[config.mk]
export PLATFORM = sky130hd
export DESIGN_NAME = ddr_burst_ctrl_flat
export DESIGN_NICKNAME = d
export VERILOG_FILES = /design/src/rtl/ddr_burst_ctrl_if.sv /design/src/rtl/ddr_burst_ctrl.sv /design/src/flat_wrapper.sv
export SDC_FILE = /design/constraint.sdc
export NUM_CORES = 1
export LEC_CHECK = 0
export ABC_AREA = 1
export BUFFER_PORTS_ARGS = -buffer_cell sky130_fd_sc_hd__buf_2
export CAP_MARGIN = 20
export CORE_AREA = 2 2 113 115
export CTS_CLUSTER_SIZE = 30
export DETAILED_ROUTE_END_ITERATION = 16
export DIE_AREA = 0 0 115 117
export GPL_ROUTABILITY_DRIVEN = 1
export GPL_TIMING_DRIVEN = 0
export PLACE_DENSITY = 0.81
export SLEW_MARGIN = 20
export SYNTH_ARGS = -nofsm -noshare
export SYNTH_HDL_FRONTEND = slang
export SYNTH_SLANG_ARGS = --single-unit
export TNS_END_PERCENT = 10
[constraint.sdc]
create_clock -name mem_clk -period 2.99 [get_ports mem_clk]
set_input_delay 0.1495 -clock mem_clk [delete_from_list [all_inputs] [get_ports mem_clk]]
set_output_delay 0.1495 -clock mem_clk [all_outputs]
set_load 0.1 [all_outputs]
[src/rtl/ddr_burst_ctrl_if.sv]
// User-side and DDR2 local-side bundles for ddr_burst_ctrl; the controller uses usr.slave and lcl.master.
interface ddr_burst_ctrl_user_if #(
  parameter int ADDR_BITS     = 24,
  parameter int LEN_BITS      = 10,
  parameter int MEM_DATA_BITS = 32
);
  logic                     rd_burst_req;
  logic                     wr_burst_req;
  logic [LEN_BITS-1:0]      rd_burst_len;
  logic [LEN_BITS-1:0]      wr_burst_len;
  logic [ADDR_BITS-1:0]     rd_burst_addr;
  logic [ADDR_BITS-1:0]     wr_burst_addr;
  logic [MEM_DATA_BITS-1:0] wr_burst_data;
  logic                     wr_burst_data_req;
  logic [MEM_DATA_BITS-1:0] rd_burst_data;
  logic                     rd_burst_data_valid;
  logic                     rd_burst_finish;
  logic                     wr_burst_finish;
  logic                     burst_finish;

  modport master (
    output rd_burst_req, wr_burst_req, rd_burst_len, wr_burst_len,
           rd_burst_addr, wr_burst_addr, wr_burst_data,
    input  wr_burst_data_req, rd_burst_data, rd_burst_data_valid,
           rd_burst_finish, wr_burst_finish, burst_finish
  );
  modport slave (
    input  rd_burst_req, wr_burst_req, rd_burst_len, wr_burst_len,
           rd_burst_addr, wr_burst_addr, wr_burst_data,
    output wr_burst_data_req, rd_burst_data, rd_burst_data_valid,
           rd_burst_finish, wr_burst_finish, burst_finish
  );
endinterface

interface ddr_burst_ctrl_local_if #(
  parameter int MEM_DATA_BITS   = 32,
  parameter int ADDR_BITS       = 24,
  parameter int LOCAL_SIZE_BITS = 3
);
  logic                       local_init_done;
  logic                       local_ready;
  logic                       local_burstbegin;
  logic                       local_read_req;
  logic                       local_write_req;
  logic [ADDR_BITS-1:0]       local_address;
  logic [LOCAL_SIZE_BITS-1:0] local_size;
  logic [MEM_DATA_BITS/8-1:0] local_be;
  logic [MEM_DATA_BITS-1:0]   local_wdata;
  logic                       local_rdata_valid;
  logic [MEM_DATA_BITS-1:0]   local_rdata;

  modport master (
    input  local_init_done, local_ready, local_rdata_valid, local_rdata,
    output local_burstbegin, local_read_req, local_write_req, local_address,
           local_size, local_be, local_wdata
  );
  modport slave (
    output local_init_done, local_ready, local_rdata_valid, local_rdata,
    input  local_burstbegin, local_read_req, local_write_req, local_address,
           local_size, local_be, local_wdata
  );
endinterface

[src/rtl/ddr_burst_ctrl.sv]
// Splits user read/write bursts into <=MAX_BURST local sub-bursts; first write beat 1 cycle after grant,
// local_ready stalls commands/beats in place, finish pulses one cycle after the DONE state.
module ddr_burst_ctrl #(
  parameter int MEM_DATA_BITS   = 32,
  parameter int ADDR_BITS       = 24,
  parameter int LOCAL_SIZE_BITS = 3,
  parameter int MAX_BURST       = 4,
  parameter int LEN_BITS        = 10
) (
  input logic                    mem_clk,
  input logic                    rst_n,
  ddr_burst_ctrl_user_if.slave   usr,
  ddr_burst_ctrl_local_if.master lcl
);

  localparam logic [LEN_BITS-1:0]        LP_MAX_LEN = LEN_BITS'(MAX_BURST);
  localparam logic [LOCAL_SIZE_BITS-1:0] LP_MAX_SZ  = LOCAL_SIZE_BITS'(MAX_BURST);

  typedef enum logic [2:0] {S_IDLE, S_WR, S_RD_CMD, S_RD_DATA, S_DONE} state_t;

  state_t                     r_state;
  logic                       r_prio_wr;
  logic                       r_is_rd;
  logic [LEN_BITS-1:0]        r_len;
  logic [LEN_BITS-1:0]        r_remain;
  logic [LEN_BITS-1:0]        r_rd_cnt;
  logic [LOCAL_SIZE_BITS-1:0] r_sub_left;
  logic                       r_write_req;
  logic                       r_read_req;
  logic                       r_burstbegin;
  logic [ADDR_BITS-1:0]       r_address;
  logic [LOCAL_SIZE_BITS-1:0] r_size;
  logic                       r_rd_fin;
  logic                       r_wr_fin;

  function automatic logic [LOCAL_SIZE_BITS-1:0] f_min(input logic [LEN_BITS-1:0] n);
    if (n >= LP_MAX_LEN) f_min = LP_MAX_SZ;
    else                 f_min = n[LOCAL_SIZE_BITS-1:0];
  endfunction

  logic                       w_wr_acc;
  logic                       w_rd_acc;
  logic                       w_rd_beat;
  logic                       w_gnt_wr;
  logic                       w_gnt_rd;
  logic [LEN_BITS-1:0]        w_g_len;
  logic [ADDR_BITS-1:0]       w_g_addr;
  logic [LEN_BITS-1:0]        w_rem_dec;
  logic [LEN_BITS-1:0]        w_rem_after;
  logic [LEN_BITS-1:0]        w_cnt_inc;
  logic [ADDR_BITS-1:0]       w_next_addr;

  assign w_wr_acc    = r_write_req & lcl.local_ready;
  assign w_rd_acc    = r_read_req & lcl.local_ready;
  assign w_rd_beat   = lcl.local_rdata_valid & ((r_state == S_RD_CMD) | (r_state == S_RD_DATA));
  // Alternate on contention: r_prio_wr names the side that wins the next tie.
  assign w_gnt_wr    = lcl.local_init_done & usr.wr_burst_req & (~usr.rd_burst_req | r_prio_wr);
  assign w_gnt_rd    = lcl.local_init_done & usr.rd_burst_req & (~usr.wr_burst_req | ~r_prio_wr);
  assign w_g_len     = w_gnt_rd ? usr.rd_burst_len : usr.wr_burst_len;
  assign w_g_addr    = w_gnt_rd ? usr.rd_burst_addr : usr.wr_burst_addr;
  assign w_rem_dec   = r_remain - LEN_BITS'(1);
  assign w_rem_after = r_remain - LEN_BITS'(r_size);
  assign w_cnt_inc   = r_rd_cnt + LEN_BITS'(1);
  assign w_next_addr = r_address + ADDR_BITS'(r_size);

  always_ff @(posedge mem_clk or negedge rst_n) begin
    if (!rst_n) begin
      r_state      <= S_IDLE;
      r_prio_wr    <= 1'b1;
      r_is_rd      <= 1'b0;
      r_len        <= '0;
      r_remain     <= '0;
      r_rd_cnt     <= '0;
      r_sub_left   <= '0;
      r_write_req  <= 1'b0;
      r_read_req   <= 1'b0;
      r_burstbegin <= 1'b0;
      r_address    <= '0;
      r_size       <= '0;
      r_rd_fin     <= 1'b0;
      r_wr_fin     <= 1'b0;
    end else begin
      case (r_state)
        S_IDLE: begin
          r_rd_fin <= 1'b0;
          r_wr_fin <= 1'b0;
          if (w_gnt_wr || w_gnt_rd) begin
            r_prio_wr  <= w_gnt_rd;
            r_is_rd    <= w_gnt_rd;
            r_len      <= w_g_len;
            r_remain   <= w_g_len;
            r_rd_cnt   <= '0;
            r_address  <= w_g_addr;
            r_size     <= f_min(w_g_len);
            r_sub_left <= f_min(w_g_len);
            if (w_g_len == '0) begin
              r_state <= S_DONE;
            end else if (w_gnt_rd) begin
              r_state      <= S_RD_CMD;
              r_read_req   <= 1'b1;
              r_burstbegin <= 1'b1;
            end else begin
              r_state      <= S_WR;
              r_write_req  <= 1'b1;
              r_burstbegin <= 1'b1;
            end
          end
        end
        S_WR: begin
          if (w_wr_acc) begin
            r_remain     <= w_rem_dec;
            r_burstbegin <= 1'b0;
            if (r_remain == LEN_BITS'(1)) begin
              r_write_req <= 1'b0;
              r_state     <= S_DONE;
            end else if (r_sub_left == LOCAL_SIZE_BITS'(1)) begin
              r_address    <= w_next_addr;
              r_size       <= f_min(w_rem_dec);
              r_sub_left   <= f_min(w_rem_dec);
              r_burstbegin <= 1'b1;
            end else begin
              r_sub_left <= r_sub_left - LOCAL_SIZE_BITS'(1);
            end
          end
        end
        S_RD_CMD, S_RD_DATA: begin
          if (w_rd_acc) begin
            r_remain <= w_rem_after;
            if (w_rem_after == '0) begin
              r_read_req   <= 1'b0;
              r_burstbegin <= 1'b0;
              r_state      <= S_RD_DATA;
            end else begin
              r_address <= w_next_addr;
              r_size    <= f_min(w_rem_after);
            end
          end
          // Returns are counted while commands are still going out.
          if (w_rd_beat) begin
            r_rd_cnt <= w_cnt_inc;
            if (w_cnt_inc == r_len) begin
              r_read_req   <= 1'b0;
              r_burstbegin <= 1'b0;
              r_state      <= S_DONE;
            end
          end
        end
        S_DONE: begin
          r_rd_fin <= r_is_rd;
          r_wr_fin <= ~r_is_rd;
          r_state  <= S_IDLE;
        end
        default: r_state <= S_IDLE;
      endcase
    end
  end

  assign usr.wr_burst_data_req   = w_wr_acc;
  assign usr.rd_burst_data       = lcl.local_rdata;
  assign usr.rd_burst_data_valid = w_rd_beat;
  assign usr.rd_burst_finish     = r_rd_fin;
  assign usr.wr_burst_finish     = r_wr_fin;
  assign usr.burst_finish        = r_rd_fin | r_wr_fin;

  assign lcl.local_burstbegin = r_burstbegin;
  assign lcl.local_read_req   = r_read_req;
  assign lcl.local_write_req  = r_write_req;
  assign lcl.local_address    = r_address;
  assign lcl.local_size       = r_size;
  assign lcl.local_be         = '1;
  assign lcl.local_wdata      = usr.wr_burst_data;

endmodule

[src/flat_wrapper.sv]
// flat-port wrapper written by rule: the top's interface ports become plain ports
module ddr_burst_ctrl_flat 
#(
  parameter int MEM_DATA_BITS   = 32,
  parameter int ADDR_BITS       = 24,
  parameter int LOCAL_SIZE_BITS = 3,
  parameter int MAX_BURST       = 4,
  parameter int LEN_BITS        = 10
)
  (mem_clk, rst_n, usr_rd_burst_req, usr_wr_burst_req, usr_rd_burst_len, usr_wr_burst_len, usr_rd_burst_addr, usr_wr_burst_addr, usr_wr_burst_data, usr_wr_burst_data_req, usr_rd_burst_data, usr_rd_burst_data_valid, usr_rd_burst_finish, usr_wr_burst_finish, usr_burst_finish, lcl_local_init_done, lcl_local_ready, lcl_local_rdata_valid, lcl_local_rdata, lcl_local_burstbegin, lcl_local_read_req, lcl_local_write_req, lcl_local_address, lcl_local_size, lcl_local_be, lcl_local_wdata);
  ddr_burst_ctrl_user_if #(.ADDR_BITS(ADDR_BITS), .LEN_BITS(LEN_BITS), .MEM_DATA_BITS(MEM_DATA_BITS)) usr_i ();
  ddr_burst_ctrl_local_if #(.MEM_DATA_BITS(MEM_DATA_BITS), .ADDR_BITS(ADDR_BITS), .LOCAL_SIZE_BITS(LOCAL_SIZE_BITS)) lcl_i ();
  input logic mem_clk;
  input logic rst_n;
  input wire logic [$bits(usr_i.rd_burst_req)-1:0] usr_rd_burst_req;
  input wire logic [$bits(usr_i.wr_burst_req)-1:0] usr_wr_burst_req;
  input wire logic [$bits(usr_i.rd_burst_len)-1:0] usr_rd_burst_len;
  input wire logic [$bits(usr_i.wr_burst_len)-1:0] usr_wr_burst_len;
  input wire logic [$bits(usr_i.rd_burst_addr)-1:0] usr_rd_burst_addr;
  input wire logic [$bits(usr_i.wr_burst_addr)-1:0] usr_wr_burst_addr;
  input wire logic [$bits(usr_i.wr_burst_data)-1:0] usr_wr_burst_data;
  output wire logic [$bits(usr_i.wr_burst_data_req)-1:0] usr_wr_burst_data_req;
  output wire logic [$bits(usr_i.rd_burst_data)-1:0] usr_rd_burst_data;
  output wire logic [$bits(usr_i.rd_burst_data_valid)-1:0] usr_rd_burst_data_valid;
  output wire logic [$bits(usr_i.rd_burst_finish)-1:0] usr_rd_burst_finish;
  output wire logic [$bits(usr_i.wr_burst_finish)-1:0] usr_wr_burst_finish;
  output wire logic [$bits(usr_i.burst_finish)-1:0] usr_burst_finish;
  input wire logic [$bits(lcl_i.local_init_done)-1:0] lcl_local_init_done;
  input wire logic [$bits(lcl_i.local_ready)-1:0] lcl_local_ready;
  input wire logic [$bits(lcl_i.local_rdata_valid)-1:0] lcl_local_rdata_valid;
  input wire logic [$bits(lcl_i.local_rdata)-1:0] lcl_local_rdata;
  output wire logic [$bits(lcl_i.local_burstbegin)-1:0] lcl_local_burstbegin;
  output wire logic [$bits(lcl_i.local_read_req)-1:0] lcl_local_read_req;
  output wire logic [$bits(lcl_i.local_write_req)-1:0] lcl_local_write_req;
  output wire logic [$bits(lcl_i.local_address)-1:0] lcl_local_address;
  output wire logic [$bits(lcl_i.local_size)-1:0] lcl_local_size;
  output wire logic [$bits(lcl_i.local_be)-1:0] lcl_local_be;
  output wire logic [$bits(lcl_i.local_wdata)-1:0] lcl_local_wdata;
  assign usr_i.rd_burst_req = usr_rd_burst_req;
  assign usr_i.wr_burst_req = usr_wr_burst_req;
  assign usr_i.rd_burst_len = usr_rd_burst_len;
  assign usr_i.wr_burst_len = usr_wr_burst_len;
  assign usr_i.rd_burst_addr = usr_rd_burst_addr;
  assign usr_i.wr_burst_addr = usr_wr_burst_addr;
  assign usr_i.wr_burst_data = usr_wr_burst_data;
  assign usr_wr_burst_data_req = usr_i.wr_burst_data_req;
  assign usr_rd_burst_data = usr_i.rd_burst_data;
  assign usr_rd_burst_data_valid = usr_i.rd_burst_data_valid;
  assign usr_rd_burst_finish = usr_i.rd_burst_finish;
  assign usr_wr_burst_finish = usr_i.wr_burst_finish;
  assign usr_burst_finish = usr_i.burst_finish;
  assign lcl_i.local_init_done = lcl_local_init_done;
  assign lcl_i.local_ready = lcl_local_ready;
  assign lcl_i.local_rdata_valid = lcl_local_rdata_valid;
  assign lcl_i.local_rdata = lcl_local_rdata;
  assign lcl_local_burstbegin = lcl_i.local_burstbegin;
  assign lcl_local_read_req = lcl_i.local_read_req;
  assign lcl_local_write_req = lcl_i.local_write_req;
  assign lcl_local_address = lcl_i.local_address;
  assign lcl_local_size = lcl_i.local_size;
  assign lcl_local_be = lcl_i.local_be;
  assign lcl_local_wdata = lcl_i.local_wdata;
  ddr_burst_ctrl #(.MEM_DATA_BITS(MEM_DATA_BITS), .ADDR_BITS(ADDR_BITS), .LOCAL_SIZE_BITS(LOCAL_SIZE_BITS), .MAX_BURST(MAX_BURST), .LEN_BITS(LEN_BITS)) u_core (.mem_clk(mem_clk), .rst_n(rst_n), .usr(usr_i), .lcl(lcl_i));
endmodule
==> results.yml <==
run_status:
  status: "finished clean"
critical_path:
  critPathTopFamily: "simple AND/OR/NAND/NOR gates"
  max_stage_delay_ns: 0.39
  critical_path_class: "reg2reg"
  cp_cell_sequence: "inv_1, ha_1, fa_1, inv_1, nand2_1, nand2_2, nand2_1, nand2_1, nand2_1, nor2_1, nand3_2, nor2_4, nand3_2, nand2_2, inv_4, buf_6, nand2_2, o21ai_2"
  critPathBufInv: 4
  required_ns: 3.22
  crit_fanout: 10
  end_kind: "flip-flop"
  cp_slowest_cell: "fa_1"
  startpoint_type: "flip-flop"
  crit_arrival_ns: 2.93
  reg2reg_setup_slack_ns: 0.29
  cpMostUsedCell: "nand2_1"
floorplanning:
  ios: 242
  die_h_um: 117
  die_w_um: 115
  num_rows: 41
  initial_core_util_pct: 48.3
  core_sq_um: 12300
  die_area_sq_um: 13500
detailed_routing:
  wl_um: 17100
  wl_per_cell_um: 13.9
  m1WireLength_um: 6880
  wl_met2_um: 8210
  drc: 0
  highest_layer: "met4"
  ant_nets: 0
  dr.pass1.iters: 5
  viasPerCell: 5.13
  drt_iter0_drc: 496
  vias: 6309
  met3_length_um: 1570
placed_design:
  placed_cells: 1212
  gp_congestion: 0.920
  place_ws_ns: 0.331
  post-dp-hpwl_um: 13400
  portBuffers: 173
synth:
  async_flop_share_pct: 100
  yosys_warnings: 0
  synth_edf_count: 0
  synth_top_area_share_pct: 29.0
  synth_cells: 885
  seq_area_frac_synth_pct: 29.5
  avgSynthCellArea_sq_um: 6.72
  syn-cell-area_sq_um: 5940
  synthTopCellsByArea: "dfrtp_1 (29%), nand2_1 (15%), buf_4 (8.7%), inv_1 (6.5%), o21ai_0 (5.8%)"
  ys_types: 45
  synth_largest_area_cell: "dfrtp_1"
  ys_ff_latch: 70
  yosysMostFrequentCell: "nand2_1"
  synth_common_cells: "nand2_1 (240), inv_1 (103), nor2_1 (81)"
  ys.flop_type: "dfrtp_1"
final_layout:
  fin_util_pct: 59.6
  final_cells: 1229
  multi_input_area_sq_um: 3140
  synthToLayoutAreaGrowth_pct: 23.3
  nFillCells: 1204
  regArea_sq_um: 1750
  antenna_cells: 0
  nets: 1227
  drive_gt1_share_pct: 29.7
global_route:
  grt_overflow: 0
  grt_max_degree: 48
  grt_pass1_vias: 5927
  grt_pass1_wl_um: 27500
  grtUsageTotal_pct: 26.0
  antenna_found_initial: 0
clock_network:
  post-cts-setup-buffers: 0
  cts_buffers: 9
  clkTransAtPathRegs_ns: 0.06
  cts_resized: 0
  clock_path_buffers: 2
  clock_sink_count: 70
  htreeDepth: 3
  cts_tree: "done"
  worstSkewPairLatency_ns: 0.34
  cts-root-buf: "clkbuf_16"
sta:
  min_period_ns: 2.70
  max_freq_ghz: 0.370
  fin_ws_ns: 0.289
  finalHoldViolCount: 0
  setup_violations: 0
  post-route-period-util_pct: 90.3
  timing.setup.tns_ns: 0
  maxSlewHeadroom_pct: 51.5
  finalMaxSlewViolations: 0
  fin_skew_ns: 0.00591
  rsz0062_at_grt: "no"
  timing.hold.ws_ns: 0.156
  worstMarginPinSlew_ns: 0.727
pwr:
  powerDensity_nw_per_um2: 1240
  peakVddDrop_mv: 0.956
  p_leak_uw: 0.00397
flow_run:
  max_cap_viol_count: 0
min_path:
  min_path_type: "in2reg"
[layout make-up]
cell class                      instances  share of cell area [%]
Buffer                                 91                    8.81
Clock buffer                           15                    3.79
Clock inverter                          1                  0.0683
Inverter                              111                    5.72
Multi-Input combinational cell        616                    42.8
Sequential cell                        70                    23.9
Tap cell                              150                    2.56
Timing Repair Buffer                  175                    12.4
[cell usage in the layout, fill, tap and decap left out, types with 13 or more instances in the layout]
cell	Yosys	routed
xor2_1	19	19
nor2_1	81	81
clkbuf_1	13	16
a21oi_1	13	13
o22ai_1	23	23
o21ai_2	18	18
o21ai_0	69	69
buf_2	3	175
nand2_2	14	14
buf_4	69	70
nand2_1	240	240
dfrtp_1	69	69
inv_1	103	103
nand3_1	51	51
[cell families after synthesis]
family                     synth area share, %
buffers and inverters                     17.9
muxes                                    0.337
and+or+nand+nor                           31.3
other                                   0.0631
AOI/OAI and AO/OA                         14.4
adders and majority gates                 3.20
DFF                                       29.5
xor gates and xnor gates                  3.24
[final timing paths]
kind                                       startpoint                      endpoint  cells past startpoint
worst max-delay path               u_core.r_remain[0]      u_core.lcl.local_size[2]                     18
worst min-delay path            usr_rd_burst_addr[17]  u_core.lcl.local_address[17]                      5
worst max register to register     u_core.r_remain[0]      u_core.lcl.local_size[2]                     18
worst min register to register         u_core.r_is_rd    u_core.usr.wr_burst_finish                      1
max in group asynchronous                       rst_n              u_core.r_prio_wr                      3
min in group asynchronous                       rst_n            u_core.r_rd_cnt[4]                      2
[registers in the layout, indices dropped and copies added (netlist names)]
signal,flops
u_core.lcl.local_address,24
u_core.r_len,10
u_core.r_rd_cnt,10
u_core.r_remain,10
u_core.lcl.local_size,3
u_core.r_state,3
u_core.r_sub_left,3
u_core.lcl.local_burstbegin,1
u_core.lcl.local_read_req,1
u_core.lcl.local_write_req,1
u_core.r_is_rd,1
u_core.r_prio_wr,1
u_core.usr.rd_burst_finish,1
u_core.usr.wr_burst_finish,1
[through the flow]
step / instance area, sq um / total power [uW]
floorplan: 5960 / 6730
global route: 7330 / 9790
detailed placement: 7040 / 8040
CTS: 7330 / 9090
global placement: 7010 / 7950
finish: 7330 / 9120
[power by group]
group	total, uW	leakage (uW)	switching [uW]	internal, uW
Combinational	6230	0.00295	4590	1640
Clock	1030	0.000140	398	629
Sequential	1860	0.000876	462	1400
[per-layer routing]
| metal | global-route usage, % | vias up |
|---|---|---|
| met5 | 0 | - |
| met4 | 12.0 | 0 |
| met3 | 5.36 | 45 |
| met2 | 44.0 | 304 |
| met1 | 32.2 | 2815 |
| li1 | - | 3145 |
[worst reg2reg max path, cell delays in order, from the launching register on]
cell and delay [ns]:
dfrtp_1 0.37, inv_1 0.13, ha_1 0.23, fa_1 0.39
inv_1 0.08, nand2_1 0.08, nand2_2 0.11, nand2_1 0.06
nand2_1 0.08, nand2_1 0.06, nor2_1 0.14, nand3_2 0.12
nor2_4 0.17, nand3_2 0.09, nand2_2 0.11, inv_4 0.08
buf_6 0.17, nand2_2 0.08, o21ai_2 0.05
[repair_timing]
| action | 4_1_cts | 5_1_grt |
|---|---|---|
| hold buffers | 1 | 0 |
| setup endpoints to repair | 0 | 0 |
| hold endpoints to repair | 23 | 0 |
Power figures use the tool's default switching activity.
